`src/rtl/harvard_cpu_core.sv`:
```
// harvard_cpu_core: multi-cycle Harvard CPU (FETCH/EXEC/MEM/HALT) with register file, ALU and Z/C flags.
// Define HCPU_MULT_EN to turn opcode A into MUL; otherwise opcode A behaves as NOP.
module harvard_cpu_core #(
    parameter int unsigned DW   = 8,
    parameter int unsigned NREG = 4,
    parameter int unsigned PAW  = 8,
    localparam int unsigned RAW = $clog2(NREG),
    localparam int unsigned IW  = 4 + 2 * RAW + DW
) (
    input  logic           clk,
    input  logic           rst_n,
    output logic [PAW-1:0] prog_addr,
    input  logic [IW-1:0]  prog_data,
    output logic [1:0]     mem_cmd,
    output logic [DW-1:0]  mem_addr,
    output logic [DW-1:0]  mem_wdata,
    input  logic [DW-1:0]  mem_rdata,
    input  logic           mem_ready,
    output logic           halted
);

    typedef enum logic [1:0] {S_FETCH, S_EXEC, S_MEM, S_HALT} state_e;
    typedef enum logic [1:0] {CMD_IDLE = 2'b00, CMD_READ = 2'b01, CMD_WRITE = 2'b10} cmd_e;
    typedef enum logic [3:0] {
        OP_NOP = 4'h0, OP_LDI, OP_ADD, OP_SUB, OP_AND, OP_OR, OP_XOR, OP_LD,
        OP_ST, OP_JMP, OP_MUL, OP_JZ, OP_JC, OP_RSV_D, OP_RSV_E, OP_HLT
    } opcode_e;

    state_e         state_q, state_d;
    logic [PAW-1:0] pc_q, pc_d;
    logic [IW-1:0]  ir_q, ir_d;
    logic [DW-1:0]  regs_q [NREG];
    logic [DW-1:0]  regs_d [NREG];
    logic           z_q, z_d, c_q, c_d;
    cmd_e           mem_cmd_q, mem_cmd_d;
    logic [DW-1:0]  mem_addr_q, mem_addr_d;
    logic [DW-1:0]  mem_wdata_q, mem_wdata_d;

    opcode_e        op;
    logic [RAW-1:0] rd, rs;
    logic [DW-1:0]  imm, rd_val, rs_val, res;
    logic [DW:0]    sum_w, diff_w;
    logic [PAW-1:0] jmp_tgt;
    logic           wr;

    assign op      = opcode_e'(ir_q[IW-1 -: 4]);
    assign rd      = ir_q[IW-5 -: RAW];
    assign rs      = ir_q[IW-5-RAW -: RAW];
    assign imm     = ir_q[DW-1:0];
    assign rd_val  = regs_q[rd];
    assign rs_val  = regs_q[rs];
    assign sum_w   = {1'b0, rd_val} + {1'b0, rs_val};
    // Top bit of the extended difference is the unsigned borrow (rd < rs).
    assign diff_w  = {1'b0, rd_val} - {1'b0, rs_val};
    assign jmp_tgt = PAW'(imm);

`ifdef HCPU_MULT_EN
    logic [2*DW-1:0] prod;
    assign prod = {{DW{1'b0}}, rd_val} * {{DW{1'b0}}, rs_val};
`endif

    assign prog_addr = pc_q;
    assign mem_cmd   = mem_cmd_q;
    assign mem_addr  = mem_addr_q;
    assign mem_wdata = mem_wdata_q;
    assign halted    = (state_q == S_HALT);

    always_comb begin
        state_d     = state_q;
        pc_d        = pc_q;
        ir_d        = ir_q;
        regs_d      = regs_q;
        z_d         = z_q;
        c_d         = c_q;
        mem_cmd_d   = mem_cmd_q;
        mem_addr_d  = mem_addr_q;
        mem_wdata_d = mem_wdata_q;
        res         = '0;
        wr          = 1'b0;
        case (state_q)
            S_FETCH: begin
                ir_d    = prog_data;
                pc_d    = pc_q + PAW'(1);
                state_d = S_EXEC;
            end
            S_EXEC: begin
                state_d = S_FETCH;
                case (op)
                    OP_LDI: begin res = imm;                        c_d = 1'b0;        wr = 1'b1; end
                    OP_ADD: begin res = sum_w[DW-1:0];              c_d = sum_w[DW];   wr = 1'b1; end
                    OP_SUB: begin res = diff_w[DW-1:0];             c_d = diff_w[DW];  wr = 1'b1; end
                    OP_AND: begin res = rd_val & rs_val;            c_d = 1'b0;        wr = 1'b1; end
                    OP_OR:  begin res = rd_val | rs_val;            c_d = 1'b0;        wr = 1'b1; end
                    OP_XOR: begin res = rd_val ^ rs_val;            c_d = 1'b0;        wr = 1'b1; end
`ifdef HCPU_MULT_EN
                    OP_MUL: begin res = prod[DW-1:0]; c_d = |prod[2*DW-1:DW]; wr = 1'b1; end
`endif
                    OP_LD: begin
                        mem_cmd_d  = CMD_READ;
                        mem_addr_d = imm;
                        state_d    = S_MEM;
                    end
                    OP_ST: begin
                        mem_cmd_d   = CMD_WRITE;
                        mem_addr_d  = imm;
                        mem_wdata_d = rd_val;
                        state_d     = S_MEM;
                    end
                    OP_JMP: pc_d = jmp_tgt;
                    OP_JZ:  if (z_q) pc_d = jmp_tgt;
                    OP_JC:  if (c_q) pc_d = jmp_tgt;
                    OP_HLT: state_d = S_HALT;
                    default: ;
                endcase
            end
            S_MEM: begin
                if (mem_ready) begin
                    mem_cmd_d = CMD_IDLE;
                    state_d   = S_FETCH;
                    if (mem_cmd_q == CMD_READ) begin
                        res = mem_rdata;
                        wr  = 1'b1;
                    end
                end
            end
            S_HALT: ;
        endcase
        // Shared commit path: ALU ops in EXEC, LD on its ready cycle.
        if (wr) begin
            regs_d[rd] = res;
            z_d        = (res == '0);
        end
    end

    always_ff @(posedge clk or negedge rst_n) begin
        if (!rst_n) begin
            state_q     <= S_FETCH;
            pc_q        <= '0;
            ir_q        <= '0;
            regs_q      <= '{default: '0};
            z_q         <= 1'b0;
            c_q         <= 1'b0;
            mem_cmd_q   <= CMD_IDLE;
            mem_addr_q  <= '0;
            mem_wdata_q <= '0;
        end else begin
            state_q     <= state_d;
            pc_q        <= pc_d;
            ir_q        <= ir_d;
            regs_q      <= regs_d;
            z_q         <= z_d;
            c_q         <= c_d;
            mem_cmd_q   <= mem_cmd_d;
            mem_addr_q  <= mem_addr_d;
            mem_wdata_q <= mem_wdata_d;
        end
    end

endmodule

```
`config.mk`:
```
export PLATFORM = sky130hd
export DESIGN_NAME = harvard_cpu_core
export DESIGN_NICKNAME = d
export VERILOG_FILES = /design/src/rtl/harvard_cpu_core.sv
export SDC_FILE = /design/constraint.sdc
export NUM_CORES = 1
export LEC_CHECK = 0
export CAP_MARGIN = 20
export CORE_MARGIN = 5
export CORE_UTILIZATION = 50
export DETAILED_ROUTE_END_ITERATION = 6
export PLACE_DENSITY = 0.7
export SYNTH_ARGS = -nofsm -noshare
export SYNTH_HDL_FRONTEND = slang
export SYNTH_SLANG_ARGS = --single-unit
```
`constraint.sdc`:
```
create_clock -name clk -period 5.2 [get_ports clk]
set_input_delay 1.04 -clock clk [delete_from_list [all_inputs] [get_ports clk]]
set_output_delay 1.04 -clock clk [all_outputs]
set_load 0.005 [all_outputs]
```
==> Yosys cells after proc, flatten, opt, wreduce, memory -nomap -nowiden <==
Cells that the tools add are included.
Widths: inputs -> output; s select.
{ "totals": {"register_bits": 78, "in_bits": 27, "output_inout_bits": 27, "wordCells": 87} }
{ "op_classes": {"add_sub_neg": 3, "order_cmp": 3, "n_eq_ne": 21, "muxes": 27, "bitwise_logic": 5, "n_reduce_logical": 16} }
{ "op_table": {"columns": ["cell", "n"], "rows": [
  ["$mux 8", 9],
  ["$pmux 8 s6", 1],
  ["$bmux 8 s2", 2],
  ["$bwmux 32", 1],
  ["$pmux 8 s2", 2],
  ["$pmux 8 s3", 1],
  ["$eq 4x4->1 const B", 5],
  ["$demux 8 s2", 1],
  ["$eq 4x3->1 const B", 4],
  ["$pmux 2 s2", 3],
  ["$add 8x8->9", 1],
  ["$sub 8x8->9", 1],
  ["$add 8x1->8 const B", 1],
  ["$and 8x8->8", 1],
  ["$eq 4x2->1 const B", 2],
  ["$logic_not 8->1", 1],
  ["$or 8x8->8", 1],
  ["$reduce_and 2->1", 4],
  ["$xor 8x8->8", 1],
  ["$ge 3x3->1 const B", 2],
  ["$ne 3x3->1 const B", 2],
  ["$not 2->3", 2],
  ["$pmux 2 s3", 1],
  ["$reduce_bool 3->1", 2],
  ["other kinds (19)", 24]
]} }

==> Depth between registers and ports, before layout <==
Gate-level depths: netlist of run 1.
{ "logic_depth": {"word_depth": 8, "mapped_depth": 12, "mapped_depth_nobuf": 11} }

==> Least setup slack after synthesis of run 1 <==
No wires, ideal clock.
{ "synth_path": {"path_kind": "reg-to-reg", "start": "register ir_q[8]", "end": "register z_q", "arrival_ps": 3499, "required_time_ps": 5097, "path_slack_ps": 1597, "stages_incl_launch_ff": 12, "n_path_buf": 1, "synth_period_minus_slack_ps": 3603, "path_cell_list": "dfrtp_1 clkbuf_1 mux4_2 ha_1 fa_1 o21bai_1 a21oi_1 a221oi_1 a21oi_1 a22o_1 or4_1 o41ai_2"} }
{ "synth_via": {"elab_chain_cells": 8, "elab_cells_between_ends": 12, "cone_classes": "2 x add/sub; 5 x mux; 4 x bitwise; 1 x reduce/logical"} }
{ "synth_lines": {"columns": ["element", "line_no", "source"], "rows": [
  ["start: declaration", "31", "logic [IW-1:0] ir_q, ir_d;"],
  ["start signal: assignment", "149", "ir_q <= ir_d;"],
  ["$not 2->3 (implied by the code) *", "51", "assign rs_val = regs_q[rs];"],
  ["$bmux 8 s2 *", "51", null],
  ["$mux 8 (implied by the code) * (2 in a row)", "51", null],
  ["$sub 8x8->9 (tied with other cells)", "54", "assign diff_w = {1'b0, rd_val} - {1'b0, rs_val};"],
  ["$pmux 8 s6 *", "88", "case (op)"],
  ["$pmux 8 s2 *", "80", "case (state_q)"],
  ["$logic_not 8->1 *", "131", "z_d = (res == '0);"],
  ["end signal: assignment", "151", "z_q <= z_d;"],
  ["end: declaration", "34", "logic z_q, z_d, c_q, c_d;"]
]} }
Every way passes the cells marked *; elsewhere a longest branch is shown, timed or not. The select of a mux whose other input is x is not followed.
A chain may end at the register's enable or synchronous reset.

==> Final worst setup path of run 1 <==
{ "layout_path": {"start": "register ir_q[10]", "end": "register z_q"} }
{ "layout_via": {"elab_chain_cells": 8, "elab_cells_between_ends": 12, "cone_classes": "2 x add/sub; 5 x mux; 4 x bitwise; 1 x reduce/logical"} }
{ "layout_lines": {"columns": ["element", "line_no", "source"], "rows": [
  ["$not 2->3 (implied by the code) *", "50", "assign rd_val = regs_q[rd];"],
  ["$bmux 8 s2 *", "50", null],
  ["$mux 8 (implied by the code) * (2 in a row)", "50", null],
  ["named net rd_val[3]", "41", "logic [DW-1:0] imm, rd_val, rs_val, res;"],
  ["$sub 8x8->9 (tied with other cells)", "54", null],
  ["$pmux 8 s6 *", "88", null],
  ["$pmux 8 s2 *", "80", null],
  ["$logic_not 8->1 *", "131", null]
]} }
Mark *: on every way through the listed nets, which the timed path passes. The rest lies on a longest branch. The select of a mux whose other input is x is not followed.

==> results of run 1 <==
==> where the power goes <==
group	internal, uW	switching, uW
Sequential	845	357
Combinational	913	946
Clock	294	214
==> cell families after synthesis <==
| logic type | share of synthesized area [%] |
|---|---|
| fa+ha+maj | 8.55 |
| compound gates | 15.9 |
| buf+inv | 4.83 |
| mux | 18.6 |
| simple gates | 13.1 |
| flops | 39.0 |
==> Yosys cell counts (all sizes together), types with 3 or more instances <==
cell	n
a22o	3
inv	33
nor2	30
mux2i	3
nand2	54
o211ai	3
o21ai	34
nand2b	7
mux2	48
o221a	3
mux4	16
buf	11
a221oi	3
nand3	10
a22oi	4
nor3b	3
ha	31
a21oi	25
o22ai	6
nor3	8
and3	4
a32oi	3
a31oi	5
nor2b	5
dfrtp	78
o21bai	4
o221ai	4
clkbuf	13
==> path summary, 6_finish.rpt <==
| check | from | slack, ns | cells past startpoint | end |
|---|---|---|---|---|
| setup reg to reg | ir_q[10] | 1.26 | 10 | z_q |
| hold / removal | mem_addr[2] | 0.47 | 2 | mem_addr[2] |
| hold reg to reg | mem_addr[2] | 0.47 | 2 | mem_addr[2] |
| max in group asynchronous | rst_n | 4.16 | 2 | regs_q[23] |
| setup / recovery | ir_q[10] | 1.26 | 10 | z_q |
| min in group asynchronous | rst_n | 0.49 | 1 | mem_addr[1] |
==> per-stage QoR <==
stage               cells  util (%)  power [uW]  hold WS [ns]
global placement      653      57.2        2990         0.458
finish                669      59.8        3570         0.473
floorplan             490         -        2470         0.440
CTS                   668      59.5        3570         0.481
global route          669      59.8        3830         0.474
detailed placement    653      57.2        3050         0.462
==> cells in the final DEF (no fill, tap or decap), types with 3 or more instances in the layout <==
cell | netlist | routed
clkdlybuf4s50_1 | 0 | 52
mux4_2 | 16 | 16
dfrtp_1 | 78 | 78
nor2_1 | 30 | 30
nand2_1 | 54 | 54
mux2_2 | 48 | 48
o21bai_1 | 4 | 4
clkbuf_8 | 0 | 11
a221oi_1 | 3 | 3
nor3b_1 | 3 | 3
nor2b_1 | 5 | 5
o221ai_1 | 4 | 4
mux2i_1 | 3 | 3
and3_1 | 3 | 3
o22ai_1 | 6 | 6
a22o_1 | 3 | 3
a31oi_1 | 5 | 5
a21oi_1 | 25 | 25
nand3_1 | 10 | 10
nand2b_1 | 7 | 7
ha_1 | 31 | 31
inv_1 | 33 | 33
nor3_1 | 6 | 6
o211ai_1 | 3 | 3
o221a_2 | 3 | 3
a32oi_1 | 3 | 3
a22oi_1 | 4 | 4
o21ai_0 | 32 | 32
==> critical path, delay by kind of cell (launching register included) <==
kind                       cells  cell delay (ns)
adders and majority gates      1             0.23
muxes                          1             0.64
buffers and inverters          2             0.24
DFF                            1             0.79
and+or+nand+nor                2             0.74
AOI/OAI and AO/OA              4             1.19
==> registers in the layout (all words and copies together) (netlist names) <==
register	count
z_q	1
mem_cmd	2
ir_q	16
mem_wdata	8
prog_addr	8
regs_q	32
mem_addr	8
c_q	1
state_q	2
==> layout make-up <==
class / count / area [um^2]
Fill cell: 831 / 3930
Multi-Input combinational cell: 354 / 2810
Sequential cell: 78 / 1950
Timing Repair Buffer: 55 / 563
Tap cell: 133 / 166
Clock buffer: 12 / 155
Inverter: 34 / 128
Clock inverter: 3 / 67.6
==> layer usage <==
| layer | vias up | routed length, um | GRT usage (%) |
|---|---|---|---|
| li1 | 1864 | - | - |
| met1 | 1932 | 5220 | 27.4 |
| met2 | 140 | 6200 | 36.2 |
| met3 | 27 | 681 | 2.50 |
| met4 | 0 | 279 | 8.99 |
| met5 | - | 0 | 0 |
==> summary.md, run 1 <==
| Metric | Value |
|---|---|
| Outcome | completed |
| Routability-driven placement congestion ratio | 0.962 |
| Syn nets | 550 |
| Largest cells by area after synthesis | dfrtp_1 (39%), mux2_2 (11%), ha_1 (7.8%), mux4_2 (7.2%), nand2_1 (4.1%) |
| Drt initial violations | 293 |
| Kind of critical path | reg2reg |
| Min cycle time layout | 3.94 ns |
| Clock root buffer | clkbuf_8 |
| Flops & latches, synth | 78 |
| Top-level I/O count | 54 |
| Grt ovf | 0 |
| Pleak | 0.00250 uW |
| Effective utilization at floorplan | 51.2% |
| Synthesized instance count | 490 |
| Crit path DAT | 4.18 ns |
| Post-Route WL | 12400 um |
| Number of synthesized flops with an enable pin | 0 |
| Core Area | 9770 um^2 |
| Post-DP HPWL | 9180 um |
| 1st-pass router iterations | 5 |
| Max_cap viols | 0 |
| Final nets | 592 |
| HP Class | reg2reg |
| Worst-path clk slew | 0.07 ns |
| CTS H-tree lvls | 3 |
| Tcrit/Tclk final | 75.8% |
| # Post-CTS Setup Buffers | 0 |
| Slowest stage delay, CP | 0.79 ns |
| Final Hold Viols | 0 |
| Dpl cell area | 5590 um^2 |
| Avg Cell Area, Syn | 10.2 um^2 |
| Setup WS pre-CTS | 1.29 ns |
| Clock Sinks | 78 |
| Average wire per standard cell | 18.5 um |
| Post-Syn Area | 5000 um^2 |
| Number of remaining DRC errors | 0 |
| Final setup vio count | 0 |
| Post-CTS sizing | 0 |
| Critical Path Sink Type | flop |
| Clock latency at the later pin of the worst-skew pair | 0.35 ns |
| Power per cell area | 611 nW/um^2 |
| Synth top area share | 39.0% |
| First-pass GRT wire length | 19500 um |
| Setup crit start kind | flop |
| Rows | 36 |
| Slowest cell on crit path | dfrtp_1 |
| Final Max Tran Viols | 0 |
| Maximum VDD drop | 289 uV |
| DR vias/cell | 5.92 |
| Design Area, Final | 5840 um^2 |
| Number of port buffers | 53 |
| Cts hold-fix bufs | 0 |
| Sum of negative setup slack | 0 ns |
| Syn. warnings | 0 |
| Rel. slew slack | 31.6% |
| Clock Skew | 0.00952 ns |
| Share of layout cells above drive strength 1 | 17.4% |
| TritonCTS buffer count | 9 |
| Largest net degree at the start of global routing | 79 |
| Main synth FF type | dfrtp_1 |
| Worst Tran Pin Value | 1.03 ns |
| GRT Total Usage | 21.3% |
| Post-synth top area cell | dfrtp_1 |
| Critical-path cell list | mux4_2, inv_1, ha_1, inv_1, o31ai_1, a2111oi_0, nand3b_1, a22o_1, or4_1, o41ai_2 |
| CTS tree | yes |
| Die width | 110 um |
| DIE AREA | 12100 um^2 |
| Seq/Total Area, Yosys | 39.0% |
| Layout area overhead | 16.8% |
| Vias in the first global route | 3767 |
| Antenna cells | 0 |
| Critical Path RT | 5.44 ns |
| Worst-path fanout max | 13 |
| Vias | 3963 |
| Maximum root-to-sink buffer count | 2 |
| Die height | 110 um |
| Highest clock rate | 254 MHz |
| RSZ-0062 raised after global routing | no |
| Final WS setup | 1.26 ns |
| Fraction of registers with async set/reset | 100% |
| Cell variety after synth | 62 |
| Post-route ant nets | 0 |
| Antenna violations before repair | 0 |
| Most used cell, CP | inv_1 |
Power figures use the tool's default switching activity.
==> inputs of run 2 (changes only) <==
- clock period: 5.2 -> 3.72 ns (I/O delays scaled with it)
==> summary.md, run 2 (synthesis gave the netlist of run 1 again) <==
| Metric | Value |
|---|---|
| Rel. slew slack | 41.9% (was 31.6%) |
| Post-DP HPWL | 9730 um (was 9180 um) |
| Share of layout cells above drive strength 1 | 20.4% (was 17.4%) |
| HP Class | in2async (was reg2reg) |
| Final Max Tran Viols | 0 (unchanged) |
| Largest register FFs | 32 (unchanged) |
| Commonest non-fill, non-tap cell in the layout | dfrtp_1 (unchanged) |
| Power per cell area | 860 nW/um^2 (was 611 nW/um^2) |
| Die height | 110 um (unchanged) |
| Critical Path Sink Type | flop (unchanged) |
| Slowest cell on crit path | mux4_2 (was dfrtp_1) |
| Final non-filler cell total | 686 (was 669) |
| DP Cell Count | 670 (was 653) |
| Met2 Use GR | 39.3% (was 36.2%) |
| CP delay by family, top | compound AO/OA/AOI/OAI gates (unchanged) |
| DR vias/cell | 5.89 (was 5.92) |
| Largest net degree at the start of global routing | 79 (unchanged) |
| Max_cap viols | 0 (unchanged) |
| Crit path buf inv count | 0 (was 2) |
| Crit path DAT | 3.80 ns (was 4.18 ns) |
| Tcrit/Tclk final | 94.9% (was 75.8%) |
| Die width | 110 um (unchanged) |
| Kind of critical path | reg2reg (unchanged) |
| Routing usage on met1 | 28.0% (was 27.4%) |
| Cts hold-fix bufs | 0 (unchanged) |
| Slowest stage delay, CP | 0.58 ns (was 0.79 ns) |
| Antenna cells | 0 (unchanged) |
| Final setup vio count | 0 (unchanged) |
| Clock root buffer | clkbuf_8 (unchanged) |
| Most Used Layer, Global Route | met2 (unchanged) |
| Rows | 36 (unchanged) |
| DIE AREA | 12100 um^2 (unchanged) |
| Reg with most FFs | regs_q (unchanged) |
| Clock latency at the later pin of the worst-skew pair | 0.36 ns (was 0.35 ns) |
| Post-route ant nets | 0 (unchanged) |
| Highest clock rate | 283 MHz (was 254 MHz) |
| TritonCTS buffer count | 9 (unchanged) |
| GRT Total Usage | 22.5% (was 21.3%) |
| Pleak | 0.00256 uW (was 0.00250 uW) |
| Post-CTS sizing | 0 (unchanged) |
| WP depth | 10 (unchanged) |
| Final nets | 609 (was 592) |
| First-pass GRT wire length | 20700 um (was 19500 um) |
| Routability-driven placement congestion ratio | 0.885 (was 0.962) |
| Effective utilization at floorplan | 51.2% (unchanged) |
| Number of port buffers | 53 (unchanged) |
| 1st-pass router iterations | 4 (was 5) |
| Grt ovf | 0 (unchanged) |
| Post-Route WL | 12900 um (was 12400 um) |
| Top-level I/O count | 54 (unchanged) |
| Clock Skew | 0.00572 ns (was 0.00952 ns) |
| Maximum root-to-sink buffer count | 2 (unchanged) |
| Maximum VDD drop | 392 uV (was 289 uV) |
| Core Area | 9770 um^2 (unchanged) |
| Top flop regs | regs_q (32), ir_q (16) (unchanged) |
| # Post-CTS Setup Buffers | 0 (unchanged) |
| Worst R2R Path Depth | 10 (unchanged) |
| Worst-path fanout max | 5 (was 13) |
| Worst Tran Pin Value | 0.872 ns (was 1.03 ns) |
| Antenna violations before repair | 0 (unchanged) |
| M3 GR Usage | 4.08% (was 2.50%) |
| CTS H-tree lvls | 3 (unchanged) |
| Layout area overhead | 18.9% (was 16.8%) |
| Total Power | 5110 uW (was 3570 uW) |
| Sum of negative setup slack | 0 ns (unchanged) |
| Final Hold Viols | 0 (unchanged) |
| Min cycle time layout | 3.53 ns (was 3.94 ns) |
| RSZ-0062 raised after global routing | no (unchanged) |
| Number of remaining DRC errors | 0 (unchanged) |
| Outcome | completed (unchanged) |
| CTS tree | yes (unchanged) |
| Average wire per standard cell | 18.8 um (was 18.5 um) |
| Worst-path clk slew | 0.08 ns (was 0.07 ns) |
| Drt initial violations | 306 (was 293) |
| Vias in the first global route | 4050 (was 3767) |
| Critical Path RT | 3.98 ns (was 5.44 ns) |
| Commonest cells after routing, fill and taps aside | dfrtp_1 (76), nand2_1 (54), clkdlybuf4s50_1 (52) (was dfrtp_1 (78), nand2_1 (54), clkdlybuf4s50_1 (52)) |
| Clock Sinks | 78 (unchanged) |
| Critical-path cell list | mux4_2, ha_1, fa_1, o21bai_1, a21oi_2, a221o_1, nand3_1, o211ai_1, or4_1, o41ai_2 (was mux4_2, inv_1, ha_1, inv_1, o31ai_1, a2111oi_0, nand3b_1, a22o_1, or4_1, o41ai_2) |
| Vias | 4039 (was 3963) |
| Setup crit start kind | flop (unchanged) |
==> run 2: area by class of cell <==
| cell class | instances | area (um^2) |
|---|---|---|
| Multi-Input combinational cell | 354 | 2820 |
| Inverter | 34 | 128 |
| Clock buffer | 12 | 145 |
| Timing Repair Buffer | 72 | 691 |
| Sequential cell | 78 | 1950 |
| Fill cell | 832 | 3830 |
| Tap cell | 133 | 166 |
| Clock inverter | 3 | 45.0 |
==> run 2: final timing paths <==
path / startpoint / to / slack (ns)
max reg2reg: ir_q[8] / z_q / 0.19
min reg2reg: mem_addr[2] / mem_addr[2] / 0.47
min in group clk: mem_addr[2] / mem_addr[2] / 0.47
max: ir_q[8] / z_q / 0.19
min: rst_n / mem_cmd[0] / 0.19
max in group asynchronous: rst_n / ir_q[10] / 2.95
==> run 2: per-stage QoR <==
step	utilization, %	instance area [um^2]	hold slack, ns	setup WS, ns
2_1_floorplan	-	5000	0.440	0.117
6_report	60.8	5950	0.191	0.189
5_1_grt	60.8	5950	0.176	0.000603
3_3_place_gp	58.4	5710	0.458	0.155
4_1_cts	60.4	5910	0.481	0.0880
3_5_place_dp	58.5	5720	0.463	0.0940
==> run 2: power breakdown <==
| group | internal (uW) | leakage (uW) | switching, uW | total (uW) |
|---|---|---|---|---|
| logic | 1400 | 0.00147 | 1460 | 2850 |
| clock network | 325 | 0.0000887 | 303 | 628 |
| registers | 1190 | 0.00100 | 445 | 1630 |
| total | 2910 | 0.00256 | 2200 | 5110 |
==> run 2: metal layers <==
metal / vias to the layer above / share of wire, % / routed length (um)
met1: 2012 / 43 / 5490
met3: 18 / 5.0 / 645
li1: 1902 / - / -
met5: - / 0 / 0
met2: 107 / 51 / 6540
met4: 0 / 1.7 / 221
==> run 2: worst register-to-register path, stage by stage, from the launching register on <==
cell      delay, ns
dfrtp_2        0.43
mux4_2         0.58
ha_1           0.23
fa_1           0.41
o21bai_1       0.25
a21oi_2        0.13
a221o_1        0.36
nand3_1        0.09
o211ai_1       0.21
or4_1          0.57
o41ai_2        0.19
